==> config.mk <==
export PLATFORM = sky130hd
export DESIGN_NAME = mem_sweep_ctrl
export DESIGN_NICKNAME = d
export VERILOG_FILES = /design/src/rtl/mem_sweep_ctrl_pkg.sv /design/src/rtl/mem_sweep_ctrl_prescaler.sv /design/src/rtl/mem_sweep_ctrl.sv
export SDC_FILE = /design/constraint.sdc
export NUM_CORES = 1
export LEC_CHECK = 0
export ABC_AREA = 1
export BUFFER_PORTS_ARGS = -buffer_cell sky130_fd_sc_hd__buf_2
export CORE_MARGIN = 4
export CORE_UTILIZATION = 50
export DETAILED_ROUTE_END_ITERATION = 8
export GPL_TIMING_DRIVEN = 0
export PLACE_DENSITY_LB_ADDON = 0.2
export SETUP_SLACK_MARGIN = 0.2
export SKIP_LAST_GASP = 1
export SLEW_MARGIN = 30
export SYNTH_ARGS = -nofsm -noshare
export SYNTH_HDL_FRONTEND = slang
export SYNTH_HIERARCHICAL = 1
export SYNTH_SLANG_ARGS = --single-unit
==> constraint.sdc <==
create_clock -name clk -period 6.7 [get_ports clk]
set_clock_uncertainty 0.05 [all_clocks]
set_input_delay 0 -clock clk [delete_from_list [all_inputs] [get_ports clk]]
set_output_delay 0 -clock clk [all_outputs]
set_load 0.01 [all_outputs]
==> src/rtl/mem_sweep_ctrl_pkg.sv <==
// ============================================================================
// Module : mem_sweep_ctrl_pkg
// Brief  : Shared mode/state encodings and the fill/verify pattern function
// Rev    : 1.0
// ============================================================================
`default_nettype none

package mem_sweep_ctrl_pkg;

  localparam int PAT_W = 64;

  typedef enum logic [1:0] {
    MODE_READ   = 2'd0,
    MODE_FILL   = 2'd1,
    MODE_VERIFY = 2'd2,
    MODE_LOOP   = 2'd3
  } mode_e;

  typedef enum logic [1:0] {
    ST_IDLE  = 2'd0,
    ST_RUN   = 2'd1,
    ST_DRAIN = 2'd2,
    ST_DONE  = 2'd3
  } state_e;

  // Callers cast the result down to their data width.
  function automatic logic [PAT_W-1:0] pattern(input logic [PAT_W-1:0] addr,
                                               input logic [PAT_W-1:0] seed);
    return addr ^ seed;
  endfunction

endpackage

`default_nettype wire

==> src/rtl/mem_sweep_ctrl_prescaler.sv <==
// ============================================================================
// Module : sweep_prescaler
// Brief  : Enable-gated 0..DIV-1 counter producing a one-clock access tick
// Rev    : 1.0
// ============================================================================
`default_nettype none

module sweep_prescaler #(
  parameter int DIV  = 50000000,
  parameter int DIVW = 26
) (
  input  logic clk,
  input  logic reset,
  input  logic i_en,
  output logic o_tick
);

  localparam logic [DIVW-1:0] c_term_cnt = DIVW'(DIV - 1);

  logic [DIVW-1:0] r_cnt;

  assign o_tick = i_en && (r_cnt == c_term_cnt);

  always_ff @(posedge clk or posedge reset) begin
    if (reset) begin
      r_cnt <= '0;
    end else if (!i_en || o_tick) begin
      r_cnt <= '0;
    end else begin
      r_cnt <= r_cnt + 1'b1;
    end
  end

endmodule

`default_nettype wire

==> src/rtl/mem_sweep_ctrl.sv <==
// ============================================================================
// Module : mem_sweep_ctrl
// Brief  : Prescaled single-port RAM sweep engine (read / fill / verify / loop)
// Rev    : 1.0
// ============================================================================
`default_nettype none

module mem_sweep_ctrl
  import mem_sweep_ctrl_pkg::*;
#(
  parameter int            AW        = 16,
  parameter int            DW        = 16,
  parameter int            LAST_ADDR = 2**AW - 1,
  parameter int            DIV       = 50000000,
  parameter int            DIVW      = 26,
  parameter logic [DW-1:0] SEED      = DW'(16'hA5A5),
  localparam int           BSW       = (DW > 8) ? $clog2(DW / 8) : 1
) (
  input  logic           clk,
  input  logic           reset,
  input  logic           start,
  input  logic           stop,
  input  logic [1:0]     mode,
  input  logic [BSW-1:0] byte_sel,
  output logic [AW-1:0]  mem_addr,
  output logic           mem_we,
  output logic [DW-1:0]  mem_din,
  input  logic [DW-1:0]  mem_dout,
  output logic [7:0]     dataout,
  output logic           busy,
  output logic           done,
  output logic [AW:0]    err_cnt
);

  localparam logic [AW-1:0] c_last_addr = AW'(LAST_ADDR);
  localparam logic [AW:0]   c_err_max   = '1;

  state_e         r_state;
  state_e         w_next;
  mode_e          r_mode;
  logic [AW-1:0]  r_addr;
  logic           r_rd_valid;
  logic [DW-1:0]  r_exp;
  logic [7:0]     r_dataout;
  logic [AW:0]    r_err;

  logic           w_run;
  logic           w_tick;
  logic           w_access;
  logic           w_start_ok;
  logic           w_last;
  logic [DW-1:0]  w_pat;
  logic [7:0]     w_byte;

  assign w_run      = (r_state == ST_RUN);
  // A coincident stop suppresses the access of that tick.
  assign w_access   = w_run && w_tick && !stop;
  assign w_start_ok = start && ((r_state == ST_IDLE) || (r_state == ST_DONE));
  assign w_last     = (r_addr == c_last_addr);
  assign w_pat      = DW'(pattern(PAT_W'(r_addr), PAT_W'(SEED)));

  sweep_prescaler #(
    .DIV  (DIV),
    .DIVW (DIVW)
  ) u_prescaler (
    .clk    (clk),
    .reset  (reset),
    .i_en   (w_run),
    .o_tick (w_tick)
  );

  always_comb begin
    w_byte = mem_dout[7:0];
    for (int i = 0; i < DW / 8; i++) begin
      if (byte_sel == BSW'(i)) begin
        w_byte = mem_dout[8*i +: 8];
      end
    end
  end

  always_ff @(posedge clk or posedge reset) begin
    if (reset) begin
      r_state <= ST_IDLE;
    end else begin
      r_state <= w_next;
    end
  end

  always_comb begin
    w_next = r_state;
    case (r_state)
      ST_IDLE, ST_DONE: begin
        if (start) w_next = ST_RUN;
      end
      ST_RUN: begin
        if (stop || (w_access && w_last && (r_mode != MODE_LOOP))) begin
          w_next = ST_DRAIN;
        end
      end
      ST_DRAIN: w_next = ST_DONE;
      default:  w_next = ST_IDLE;
    endcase
  end

  always_ff @(posedge clk or posedge reset) begin
    if (reset) begin
      r_mode     <= MODE_READ;
      r_addr     <= '0;
      r_rd_valid <= 1'b0;
      r_exp      <= '0;
      r_dataout  <= '0;
      r_err      <= '0;
    end else begin
      if (w_start_ok) begin
        r_mode <= mode_e'(mode);
      end

      if (r_state == ST_DRAIN) begin
        r_addr <= '0;
      end else if (w_access) begin
        r_addr <= w_last ? '0 : r_addr + 1'b1;
      end

      r_rd_valid <= w_access && (r_mode != MODE_FILL);
      if (w_access) begin
        r_exp <= w_pat;
      end

      if (r_rd_valid) begin
        r_dataout <= w_byte;
      end

      // Start never coincides with read-back, so clear and count cannot collide.
      if (w_start_ok && (mode == MODE_VERIFY)) begin
        r_err <= '0;
      end else if (r_rd_valid && (r_mode == MODE_VERIFY) &&
                   (mem_dout != r_exp) && (r_err != c_err_max)) begin
        r_err <= r_err + 1'b1;
      end
    end
  end

  assign mem_addr = r_addr;
  assign mem_we   = w_access && (r_mode == MODE_FILL);
  assign mem_din  = mem_we ? w_pat : '0;
  assign dataout  = r_dataout;
  assign busy     = (r_state == ST_RUN) || (r_state == ST_DRAIN);
  assign done     = (r_state == ST_DONE);
  assign err_cnt  = r_err;

endmodule

`default_nettype wire

==> results.yml <==
logic_synthesis:
  async_flop_share_pct: 100.0
  synth_edf_count: 0
  ys.flop_type: "dfrtp_1"
  syn_area_per_cell_sq_um: 7.029
  ys_types: 34
  ys_seq_elements: 88
  yosysTopAreaCell: "dfrtp_1"
  netlist.area_leader.share_pct: 40.74
  seq_area_frac_synth_pct: 40.74
  synthesis.nets: 800
  synth.area.top_cells: "dfrtp_1, nand2_1, nor2_1"
  synthCells: 769
  yosysWarnings: 6
  synth_area_sq_mm: 0.005405
clock_tree:
  clkTransAtPathRegs_ns: 0.10
  clockBufferDepth: 2
  cts-resized-gates: 0
  numCtsBuffers: 9
  cts_root_buf: "clkbuf_8"
  insertion_delay_ns: 0.35
  cts_max_level: 3
  cts_sinks: 88
  cts_tree: "done"
sta:
  fin_ws_ns: 3.976
  setup_viol: 0
  period_minus_slack_ns: 2.724
  max_freq_mhz: 367.1
  hold_violations: 0
  rsz0062_at_grt: "false"
  post-route-period-util_pct: 40.66
  slew_headroom_pct: 55.45
  setup_tns_ns: 0
  worstMarginPinSlew_ns: 0.6632
  slew_viol_final: 0
setup_path:
  end_kind: "primary output"
  rrSetupSlack_ns: 4.22
  crit_path_start_kind: "flop"
  critPathArrivalTime_ns: 2.67
  cp_max_fo: 10
  startpoint: "u_prescaler/r_cnt[0]$_DFF_PP0_"
  worstPathRequired_ns: 6.65
  worstReg2RegStart: "err_cnt[0]$_DFFE_PP0P_"
  critPathKind: "reg -> out"
place:
  dp_cells: 988
  post-dp-hpwl_mm: 10.17
  dpl_worst_slack_ns: 4.240
  gp_congestion: 0.9223
  portBuffers: 82
  placed_cell_area_sq_mm: 0.006016
run:
  maxCapViolCount: 0
final_layout:
  final_cell_area_sq_mm: 0.006372
  drive_above_1_share_pct: 16.97
  area_growth_pct: 17.89
  finalNonFillerCells: 1020
  diodes: 0
  fin_nets: 910
  final_core_util_pct: 61.18
worst_hold_path:
  hp-class: "in -> reg"
  hp-start: "byte_sel"
global_route:
  grt_overflow: 0
  grt_pass1_vias: 4975
  grt_pass1_wl_mm: 23.14
  antenna_found_initial: 0
  grt_max_degree: 48
  grt_usage_pct: 22.07
detailed_routing:
  first_iter_violations: 324
  finalWirelength_mm: 13.43
  detail-route-antenna-nets: 0
  num_vias: 5197
  detail_route.wl_per_cell_um: 13.16
  viasPerCell: 5.095
  drt_pass1_iterations: 5
  drc: 0
die:
  die-height_um: 112.0
  floorplan.initialDensity_pct: 51.89
  die-area_sq_mm: 0.01254
  row_count: 37
  io_pins: 83
  die_w_um: 112.0
  core_area_sq_mm: 0.01042
power:
  power_density_mw_per_mm2: 223.0
  peakVddDrop_mv: 0.1122
  power_leakage_nw: 3.313
status:
  status: "finished clean"
## registers in the layout (all words and copies together), names as in the netlist
register / flops
u_prescaler/r_cnt: 26
err_cnt: 17
mem_addr: 16
r_exp: 16
dataout: 8
r_mode: 2
r_state: 2
r_rd_valid: 1
## cells in the final DEF, fill, tap and decap left out, drive strengths merged, types with 2 or more instances in the layout
master         n
a21oi         12
buf           99
clkbuf        17
clkinv         4
dfrtp         88
dlygate4sd3   16
ha             8
inv          112
nand2        220
nand3         47
nand3b         2
nand4         32
nor2         142
nor3          14
nor4           2
o21ai         37
xnor2          7
xor2          18
## power by group
part           leakage, nW  switching, mW  internal [mW]  total [mW]
combinational         2.07          0.235          0.155       0.390
clock               0.0968          0.200          0.175       0.374
sequential            1.15         0.0736          0.583       0.657
## final timing paths
kind                                           endpoint  cells after the start
worst min register to register   dataout[2]$_DFFE_PP0P_                      2
worst min-delay path             dataout[4]$_DFFE_PP0P_                      4
worst max-delay path                         mem_din[7]                     11
worst max register to register   err_cnt[8]$_DFFE_PP0P_                     11
max in group asynchronous         r_mode[0]$_DFFE_PP0P_                      4
min in group asynchronous       mem_addr[3]$_DFFE_PP0P_                      3
## cells in the mapped netlist, types with 2 or more instances
master	count
a21oi_1	12
buf_2	4
buf_4	9
buf_6	3
clkbuf_1	7
dfrtp_1	88
ha_1	8
inv_1	109
inv_2	2
nand2_1	214
nand2_2	4
nand2_4	2
nand3_1	44
nand3_2	3
nand3b_1	2
nand4_1	32
nor2_1	126
nor2_2	12
nor2_4	4
nor3_1	13
o21ai_0	35
xnor2_1	7
xor2_1	18
## worst max-delay path: stages (launching register included)
cell and delay (ns):
dfrtp_1 0.41, ha_1 0.19, nand3_2 0.11, nor2_1 0.21
nand4_1 0.14, nor2_1 0.15, nand2_1 0.10, nor2_4 0.16
nand2_1 0.27, clkbuf_1 0.29, nor2_1 0.14, buf_2 0.15
## cell type report
cell class                 count  area (sq um)
clock buffer                  10         127.6
timing repair buffer          99         598.1
inverter                     112         424.2
tap                          136         170.2
multi-input combinational    546          2634
buffer                        23         147.6
fill                         975          4044
sequential                    88          2202
clock inverter                 6         68.82
## metrics by stage
stage	hold slack (ns)	power (mW)
floorplan	-0.009983	0.9044
global placement	0.2264	1.024
detailed placement	-0.09039	1.036
CTS	0.004111	1.433
global route	0.02936	1.516
finish	0.01160	1.421
## timing repair
item,in CTS,in global routing
setup buffers,0,0
endpoints found under the setup margin,0,0
hold endpoints to repair,100,0
hold buffers,16,0
## logic make-up after synthesis
kind of cell | after synthesis | share of synthesized area, %
compound gates | 53 | 5.371
buf+inv | 135 | 10.53
xor+xnor | 25 | 4.051
flops | 88 | 40.74
simple gates | 460 | 37.45
fa+ha+maj | 8 | 1.852
## metal layers
| layer | up-vias | track usage [%] | part of all wire, % | routed length [um] |
|---|---|---|---|---|
| met4 | 0 | 5.769 | 1.4 | 182 |
| met1 | 2412 | 30.06 | 45 | 6091 |
| li1 | 2621 | - | - | - |
| met5 | - | 0 | 0 | 0 |
| met3 | 15 | 3.859 | 5.7 | 769 |
| met2 | 149 | 36.61 | 48 | 6382 |
(Power assumes the default switching activity.)
